$ cat config.mk
export PLATFORM = sky130hd
export DESIGN_NAME = frame_restore_seq
export DESIGN_NICKNAME = d
export VERILOG_FILES = /design/src/rtl/frs_pkg.sv /design/src/rtl/frs_depth_ctr.sv /design/src/rtl/frame_restore_seq.sv
export SDC_FILE = /design/constraint.sdc
export NUM_CORES = 1
export LEC_CHECK = 0
export CORE_ASPECT_RATIO = 1.25
export CORE_MARGIN = 5
export CORE_UTILIZATION = 50
export DETAILED_ROUTE_END_ITERATION = 12
export PLACE_DENSITY = 0.8
export SLEW_MARGIN = 0
export SYNTH_ARGS = -nofsm -noshare
export SYNTH_HDL_FRONTEND = slang
export SYNTH_SLANG_ARGS = --single-unit
$ cat constraint.sdc
create_clock -name clk -period 5.2 [get_ports clk]
set_clock_uncertainty 0.2 [all_clocks]
set_input_delay 1.04 -clock clk [delete_from_list [all_inputs] [get_ports clk]]
set_output_delay 1.04 -clock clk [all_outputs]
set_load 0.01 [all_outputs]
$ cat src/rtl/frs_pkg.sv
// Shared definitions for the frame restore path: state encoding, frame geometry
// and helpers reused by both the restore and backup sides.
package frs_pkg;

   localparam int FRS_NUM_REGS = 16;
   localparam int FRS_REG_W    = 16;
   localparam int FRS_DEPTH    = 32;
   localparam int FRAME_W      = FRS_NUM_REGS * FRS_REG_W;

   typedef enum logic [1:0] {
      IDLE  = 2'd0,
      POP   = 2'd1,
      WRITE = 2'd2,
      DONE  = 2'd3
   } frs_state_e;

   function automatic int clog2(input int v);
      int r;
      r = 0;
      while ((1 << r) < v) r++;
      return r;
   endfunction

   // Register i occupies frame[i*REG_W +: REG_W].
   function automatic logic [FRS_REG_W-1:0] frame_word(input logic [FRAME_W-1:0] frame,
                                                       input int i);
      return frame[i*FRS_REG_W +: FRS_REG_W];
   endfunction

endpackage

$ cat src/rtl/frs_depth_ctr.sv
// Saturating up/down occupancy counter for the frame stack, with full/empty
// status and detection of pushes when full and pops when empty.
module frs_depth_ctr
   import frs_pkg::*;
#(
   parameter  int DEPTH = FRS_DEPTH,
   localparam int W     = clog2(DEPTH + 1)
) (
   input  logic         clk,
   input  logic         reset,
   input  logic         inc_i,
   input  logic         dec_i,
   output logic [W-1:0] depth_o,
   output logic         full_o,
   output logic         empty_o,
   output logic         ovf_o,
   output logic         udf_o
);

   logic [W-1:0] depth_q;
   logic [W-1:0] depth_d;

   assign full_o  = (depth_q == W'(DEPTH));
   assign empty_o = (depth_q == '0);
   assign ovf_o   = inc_i & full_o;
   assign udf_o   = dec_i & empty_o;
   assign depth_o = depth_q;

   always_comb begin
      depth_d = depth_q;
      if (inc_i && !dec_i && !full_o)
         depth_d = depth_q + 1'b1;
      else if (dec_i && !inc_i && !empty_o)
         depth_d = depth_q - 1'b1;
   end

   always_ff @(posedge clk) begin
      if (reset) depth_q <= '0;
      else       depth_q <= depth_d;
   end

endmodule

$ cat src/rtl/frame_restore_seq.sv
// Return-side sequencer: on ret_req pops one frame from the backup stack, then
// writes it back into the register file one register per cycle.
module frame_restore_seq
   import frs_pkg::*;
#(
   parameter  int                  NUM_REGS      = FRS_NUM_REGS,
   parameter  int                  REG_W         = FRS_REG_W,
   parameter  int                  DEPTH         = FRS_DEPTH,
   parameter  logic [NUM_REGS-1:0] PRESERVE_MASK = 16'h0001,
   localparam int                  IDX_W         = clog2(NUM_REGS),
   localparam int                  DEPTH_W       = clog2(DEPTH + 1)
) (
   input  logic                      clk,
   input  logic                      reset,
   input  logic                      call_req,
   input  logic                      ret_req,
   input  logic [NUM_REGS*REG_W-1:0] frame_in,
   output logic                      fbs_restore,
   output logic                      rf_we,
   output logic [IDX_W-1:0]          rf_waddr,
   output logic [REG_W-1:0]          rf_wdata,
   output logic                      busy,
   output logic                      done,
   output logic [DEPTH_W-1:0]        depth,
   output logic                      err_ovf,
   output logic                      err_udf,
   output logic                      err_proto
);

   localparam logic [IDX_W-1:0] LAST_IDX = IDX_W'(NUM_REGS - 1);

   frs_state_e                state_q;
   logic [IDX_W-1:0]          idx_q;
   logic [IDX_W-1:0]          idx_d;
   logic [NUM_REGS*REG_W-1:0] shadow_q;
   logic                      fbs_q, busy_q, done_q, rf_we_q;
   logic [IDX_W-1:0]          rf_waddr_q;
   logic [REG_W-1:0]          rf_wdata_q;
   logic                      err_ovf_q, err_udf_q, err_proto_q;

   logic call_ok, ret_ok, proto_req, start, udf_req, pop;
   logic ctr_empty, ctr_full, ctr_ovf, ctr_udf;

   // Requests while busy, or both at once, are rejected and only flagged.
   assign proto_req = (busy_q & (call_req | ret_req)) | (call_req & ret_req);
   assign call_ok   = call_req & ~ret_req & ~busy_q;
   assign ret_ok    = ret_req & ~call_req & ~busy_q;
   assign start     = ret_ok & ~ctr_empty;
   assign udf_req   = ret_ok & ctr_empty;
   assign pop       = (state_q == POP);
   assign idx_d     = idx_q + 1'b1;

   frs_depth_ctr #(.DEPTH(DEPTH)) u_depth (
      .clk     (clk),
      .reset   (reset),
      .inc_i   (call_ok),
      .dec_i   (pop),
      .depth_o (depth),
      .full_o  (ctr_full),
      .empty_o (ctr_empty),
      .ovf_o   (ctr_ovf),
      .udf_o   (ctr_udf)
   );

   always_ff @(posedge clk) begin
      if (reset) begin
         state_q     <= IDLE;
         idx_q       <= '0;
         shadow_q    <= '0;
         fbs_q       <= 1'b0;
         busy_q      <= 1'b0;
         done_q      <= 1'b0;
         rf_we_q     <= 1'b0;
         rf_waddr_q  <= '0;
         rf_wdata_q  <= '0;
         err_ovf_q   <= 1'b0;
         err_udf_q   <= 1'b0;
         err_proto_q <= 1'b0;
      end else begin
         fbs_q  <= 1'b0;
         done_q <= 1'b0;
         if (ctr_ovf)            err_ovf_q   <= 1'b1;
         if (udf_req || ctr_udf) err_udf_q   <= 1'b1;
         if (proto_req)          err_proto_q <= 1'b1;
         unique case (state_q)
            IDLE, DONE: begin
               state_q <= IDLE;
               if (start) begin
                  state_q <= POP;
                  fbs_q   <= 1'b1;
                  busy_q  <= 1'b1;
               end
            end
            POP: begin
               // Register 0 goes out straight from frame_in; the shadow is
               // only readable from the next cycle on.
               shadow_q   <= frame_in;
               idx_q      <= '0;
               rf_we_q    <= ~PRESERVE_MASK[0];
               rf_waddr_q <= '0;
               rf_wdata_q <= frame_word(frame_in, 0);
               state_q    <= WRITE;
            end
            WRITE: begin
               if (idx_q == LAST_IDX) begin
                  rf_we_q <= 1'b0;
                  busy_q  <= 1'b0;
                  done_q  <= 1'b1;
                  state_q <= DONE;
               end else begin
                  idx_q      <= idx_d;
                  rf_we_q    <= ~PRESERVE_MASK[idx_d];
                  rf_waddr_q <= idx_d;
                  rf_wdata_q <= frame_word(shadow_q, int'(idx_d));
               end
            end
            default: state_q <= IDLE;
         endcase
      end
   end

   assign fbs_restore = fbs_q;
   assign busy        = busy_q;
   assign done        = done_q;
   assign rf_we       = rf_we_q;
   assign rf_waddr    = rf_waddr_q;
   assign rf_wdata    = rf_wdata_q;
   assign err_ovf     = err_ovf_q;
   assign err_udf     = err_udf_q;
   assign err_proto   = err_proto_q;

endmodule

==> run metrics, run 1 <==
clock group share of total power 28.1%; Logic pwr share 34.2%; CTS buffer count 30; Die H 188 um; Yosys top cell by area dfxtp_1; Slew @ Worst Pin 1.12 ns; initial antenna violation count 1; largest cells by area after synthesis dfxtp_1 (46%), mux2i_1 (23%), mux4_2 (11%); Setup violations, final 0; Crit path max-delay family compound AO/OA/AOI/OAI gates; DR vias 9453; period utilization 68.1%; clock root buffer clkbuf_16; Die X 152 um; Hold WC Path Type reg2reg; Yosys reg bits 291; destination of the worst hold path err_udf; async set-reset flop share out of synthesis 0%; RSZ-0062 raised after global routing false; Reg power frac 37.7%; RePlAce Congestion 0.847; Critical Path Sink Type register; outcome finished, final reports clean; Final ANT Viol Nets 0; remaining routing DRC violations 0; sw frac 31.2%; hold_sp err_udf; Longest Clk Path Bufs 3; Final Hold Fails 0; pin count of the biggest net entering global routing 165; CP max-delay cell clkdlybuf4s50_1; Worst-Skew Late Latency 0.55 ns; Die Area 0.0287 sq mm; Initial DRC Count 470; setup bufs post-CTS 0; Critical Path Start Type primary input; CTS Sinks 291; cell count after synthesis 1146; WS Path Type in2reg; H-tree depth 1; LEAKAGE 0.00573 uW; worst path bufs/invs 1; Total GRT Usage 22.7%; CTS tree built; Max-slew headroom 25.5%; first-pass GRT wire length 52900 um; YS warnings 0; Setup TNS 0 ns; I/O Buffers 292; Required @ worst endpoint 5.45 ns; vias in the first global route 9687; fmax 282 MHz; Power Dens Cells 464 mW/mm^2; share of cells above drive strength 1 9.84%; maximum VDD drop 0.000353 V; Routed WL per cell 19.4 um; Primary FF master, synth dfxtp_1; FF-to-FF path depth 9; vias per inst 5.40; Resize count post-CTS 0; area share of the largest cell type after synthesis 45.9%; FF-to-FF Start u_depth.depth_o[1]; r2r setup slk 1.99 ns; leading cell types in the layout, fill and taps excluded nor2_1 (292), mux2i_1 (291), clkdlybuf4s50_1 (291); syn nets 1415; area post-placement 0.0157 sq mm; Cell Int Power 5330 uW; final WL 34000 um; CP Max Fanout 5; Reg2Reg Capture Point u_depth.depth_o[5]; post-route design area 0.0167 sq mm; Reg clk slew, reported paths 0.06 ns; Rows 65; sequential area share after synthesis 45.9%; HPWL after detailed placement 23500 um; hold path cells 2; Post-Syn Area 0.0127 sq mm; Final #Nets 1659; Switch Pwr 2420 uW; post-route minimum period 3.54 ns; Synth cell types 48; Congestion Overflow GR 0; CP max stage delay 0.51 ns; Core Box Area 0.0251 sq mm; Hold-fix buffers, CTS 0; Max-cap violations 0; Synth-to-Final Area Change 31.7%; final-report max-slew violation count 0; DRT Pass-1 Iters 4; CP arrival 3.79 ns; Syn Area/Cell 11.1 sq um; io pins 293; commonest non-fill, non-tap cell in the layout nor2_1; Post-synth EDFFs 0; critical-path cell list clkdlybuf4s50_1 -> nor3b_2 -> o31ai_4 -> nand2b_1 -> ha_1 -> a21o_1 -> a2111oi_0 -> nand2_1 -> o211a_1 -> a211oi_1; initial cell density of the core 50.5%
## per-layer routing
metal	GRT usage [%]	vias up	wire (um)
li1	-	4548	-
met1	29.1	4583	14200
met2	38.7	282	16700
met3	5.33	40	2220
met4	6.55	0	874
met5	0	-	0
## synth_stat cells (5+ instances only)
library cell  instances
clkbuf_1             35
nor2_1              292
inv_1                 5
a221oi_1              7
ha_1                  8
buf_2                37
mux4_2               64
dfxtp_1             291
nand2_1               6
a21oi_1               7
nor3_1               15
a221oi_2              8
or3_1                15
mux2i_1             291
a211oi_1              5
buf_6                 8
## final cells by class
type                    instances  area (sq um)
well taps                     335           419
clock inverters                11           139
fillers                      1942          8420
diodes                          1          2.50
inverters                       5          18.8
flip-flops and latches        291          5830
multi-input cells             763          6430
repair buffers                299          3000
clock buffers                  44           865
## state kept, by name, indices dropped and copies added (netlist names)
register         count
done                 1
err_ovf              1
rf_waddr             4
err_udf              1
fbs_restore          1
busy                 1
rf_we                1
state_q              2
shadow_q           256
u_depth.depth_o      6
rf_wdata            16
err_proto            1
## through the flow
stage                     hold WS [ns]  cells  util (%)  setup slack (ns)  power (uW)
after floorplan                  0.255   1146         -              1.91        4880
after global placement           0.241   1693      62.5              1.17        5540
after detailed placement         0.240   1693      62.5              1.11        5620
after CTS                        0.250   1748      66.5              1.66        7820
after global routing             0.278   1749      66.5              1.39        8180
final                            0.250   1749      66.5              1.66        7750
## power groups by stage
stage	registers [uW]	logic [uW]	clock network (uW)
after global placement	2940	2600	0
after floorplan	2910	1960	0
final	2920	2650	2180
after global routing	2970	2890	2320
after detailed placement	2960	2660	0
after CTS	2920	2670	2220
## logic make-up after synthesis
group / after synthesis / share of synthesized area, %
AO/OA/AOI/OAI: 49 / 3.54
XOR/XNOR: 5 / 0.345
adder cells (fa/ha/maj): 10 / 1.03
buffers and inverters: 92 / 3.65
flip-flops: 291 / 45.9
multiplexers: 355 / 34.3
AND/OR/NAND/NOR: 344 / 11.2
## worst max-delay path by stage
stage / to / depth (start not counted) / slack, ns / from
2_1_floorplan: u_depth.depth_o[5] / 9 / 1.91 / ret_req
3_3_place_gp: u_depth.depth_o[5] / 10 / 1.17 / call_req
3_5_place_dp: u_depth.depth_o[5] / 10 / 1.11 / call_req
4_1_cts: rf_waddr[0] / 2 / 1.66 / rf_waddr[0]
5_1_grt: u_depth.depth_o[5] / 10 / 1.39 / call_req
6_report: u_depth.depth_o[5] / 10 / 1.66 / call_req
## worst min-delay path, cell delays in order, from the launching register on
cell and delay (ns):
dfxtp_1 0.31, inv_1 0.05, a21oi_1 0.05
Note: power is estimated with default switching activity, not from simulation.
==> inputs of run 2 (changes only) <==
Settings changed: CORE_UTILIZATION 50 to 46, PLACE_DENSITY 0.8 to 0.77.
Clock period 5.2 ns to 3.1 ns, I/O delays scaled along.
==> run 2 against run 1 <==
Effect of this change:
- first-iteration DRC count shrank 0.21%
- wire length grew 1.8%
- register-to-register slack got worse by 1.8 ns
- non-clock buffer count is 27 higher
- combinational power rose by 75%
- flip-flop and latch count stayed put
- count of clock-buffer cells in the layout is 3 lower
- die area is 8.2% higher
- power is 67% higher
- largest cell class unchanged
==> run metrics, run 2 (synthesized netlist as in run 1, its figures left out) <==
outcome finished, final reports clean; CTS buffer count 29 (-3.3%); Hold WC Path Type reg2reg; sw frac 31.3% (+0.11 points); vias in the first global route 9970 (+2.9%); Die H 196 um (+4.0%); Critical Path Start Type register; Congestion Overflow GR 0 (unchanged); RePlAce Congestion 0.846 (about the same); Slew @ Worst Pin 0.949 ns (-0.168 ns); Synth-to-Final Area Change 33.3%; LEAKAGE 0.00586 uW (+2.3%); clock root buffer clkbuf_16; remaining routing DRC violations 0 (unchanged); Routed WL per cell 19.3 um (-0.40%); FF+latch area 0.00583 sq mm (unchanged); Max-slew headroom 36.7% (+11 points); pin count of the biggest net entering global routing 124 (-25%); Critical Path Sink Type register; Hold-fix buffers, CTS 0 (unchanged); Die Area 0.0310 sq mm (+8.2%); CTS tree built; initial antenna violation count 2 (+1); Final #Nets 1685 (+1.6%); maximum VDD drop 0.000909 V (+160%); FF-to-FF Start u_depth.depth_o[2]; H-tree depth 1 (unchanged); Final WS setup 0.206 ns (-1.45 ns); fmax 346 MHz; Initial DRC Count 469 (-0.21%); hold_sp err_udf; HPWL after detailed placement 24700 um (+4.8%); Place WS -0.305 ns (-1.42 ns); Setup violations, final 0 (unchanged); CP max-delay cell or4_4; share of cells above drive strength 1 11.5% (+1.7 points); CP Max Fanout 4 (-1); Switch Pwr 4060 uW (+68%); Required @ worst endpoint 3.36 ns (-2.09 ns); Total GRT Usage 21.6% (-1.2 points); destination of the worst hold path err_udf; critical-path cell list or4_4 -> o31ai_4 -> nand2b_4 -> ha_1 -> a21o_1 -> a2111oi_1 -> nand2_1 -> o211a_1 -> a211oi_1; Setup TNS 0 ns (unchanged); Final ANT Viol Nets 0 (unchanged); final WL 34600 um (+1.8%); Power Total 13000 uW (+67%); RSZ-0062 raised after global routing false; initial cell density of the core 46.3% (-4.2 points); Logic pwr share 35.8% (+1.6 points); Longest Clk Path Bufs 3 (unchanged); period utilization 93.3%; commonest non-fill, non-tap cell in the layout nor2_1; Max-cap violations 0 (unchanged); hold path cells 2 (unchanged); setup bufs post-CTS 0 (unchanged); CTS Sinks 291 (unchanged); WS Path Type reg2reg; CP arrival 3.15 ns (-0.64 ns); leading cell types in the layout, fill and taps excluded nor2_1 (292), mux2i_1 (291), clkdlybuf4s50_1 (291); number of flip-flops in the largest register 256 (unchanged); clock group share of total power 26.6% (-1.5 points); worst path bufs/invs 0 (-1); Cell Int Power 8890 uW (+67%); FF-to-FF path depth 9 (unchanged); vias per inst 5.29 (-2.1%); DR vias 9455 (+0.021%); post-route minimum period 2.89 ns; CP max stage delay 0.57 ns (+0.06 ns); io pins 293 (unchanged); Final Hold Fails 0 (unchanged); Core Box Area 0.0274 sq mm (+9.0%); Die X 159 um (+4.0%); Reg clk slew, reported paths 0.06 ns (about the same); I/O Buffers 292 (unchanged); Reg2Reg Capture Point u_depth.depth_o[5]; first-pass GRT wire length 53500 um (+1.1%); Crit path max-delay family compound AO/OA/AOI/OAI gates; Biggest register shadow_q; Filler cells 2289 (+18%); final-report max-slew violation count 0 (unchanged); Power Dens Cells 766 mW/mm^2 (+65%); Rows 68 (+4.6%); r2r setup slk 0.21 ns (-1.78 ns); Reg power frac 37.6% (about the same); multi-input logic area 0.00644 sq mm (+0.14%); Worst-Skew Late Latency 0.54 ns (about the same); DRT Pass-1 Iters 4 (unchanged)
-- run 2: cell types whose count changed in the layout (fill, tap and decap cells not counted) --
| cell | previous run | this run |
|---|---|---|
| clkbuf_1 | 9 | 6 |
| nand2b_4 | 0 | 1 |
| nand2b_1 | 3 | 2 |
| clkinvlp_4 | 2 | 0 |
| diode_2 | 1 | 2 |
| clkbuf_16 | 31 | 29 |
| a2111oi_1 | 0 | 1 |
| clkbuf_8 | 5 | 7 |
| buf_12 | 2 | 6 |
| bufinv_16 | 3 | 2 |
| a2111oi_0 | 1 | 0 |
| clkinv_4 | 1 | 0 |
| buf_4 | 5 | 28 |
| clkinv_2 | 5 | 7 |
-- run 2: final cells by class --
type | count | area share (%)
multi-input combinational | 763 | 38.1
clock buffer | 41 | 4.91
tap | 350 | 2.59
inverter | 5 | 0.111
sequential | 291 | 34.5
antenna | 2 | 0.0296
clock inverter | 9 | 0.562
timing repair buffer | 326 | 19.3
-- run 2: routing by layer --
metal | GRT usage [%] | wire length [um] | share of wire (%)
met1 | 27.2 | 14100 | 41
met2 | 36.3 | 16500 | 48
met3 | 4.88 | 2700 | 7.8
met4 | 7.33 | 1270 | 3.7
met5 | 0 | 0 | 0
-- run 2: stage by stage --
step,cells,hold slack (ns),utilization [%],cell area (sq um)
after detailed placement,1735,0.250,58.3,16000
after CTS,1785,0.259,61.7,16900
after global routing,1787,0.274,61.7,16900
after global placement,1735,0.241,58.3,16000
after floorplan,1146,0.255,-,12700
final,1787,0.255,61.7,16900
-- run 2: worst max-delay path by stage --
| stage | slack (ns) | start | endpoint | depth (start not counted) |
|---|---|---|---|---|
| floorplan | 0.1 | u_depth.depth_o[1] | u_depth.depth_o[5] | 9 |
| global placement | -0.27 | call_req | u_depth.depth_o[5] | 10 |
| detailed placement | -0.30 | call_req | u_depth.depth_o[5] | 10 |
| CTS | 0.12 | u_depth.depth_o[2] | u_depth.depth_o[5] | 9 |
| global route | 0.002 | u_depth.depth_o[2] | u_depth.depth_o[5] | 9 |
| finish | 0.21 | u_depth.depth_o[2] | u_depth.depth_o[5] | 9 |
-- run 2: what timing repair did --
| item | in CTS | in global routing |
|---|---|---|
| gates resized for setup | 0 | 3 |
| endpoints found under the hold margin | 0 | 0 |
| setup endpoints to repair | 0 | 1 |
-- run 2: power by group through the flow --
stage,sequential (uW),clock [uW],combinational (uW)
4_1_cts,4880,3520,4660
2_1_floorplan,4890,0,3290
3_5_place_dp,4950,0,4630
6_report,4880,3440,4640
5_1_grt,4960,3670,5050
3_3_place_gp,4910,0,4540
-- run 2: worst min-delay path: cells and delay by family, from the launching register on --
kind	cells	cell delay, ns
buf+inv	1	0.05
flops	1	0.31
compound gates	1	0.05
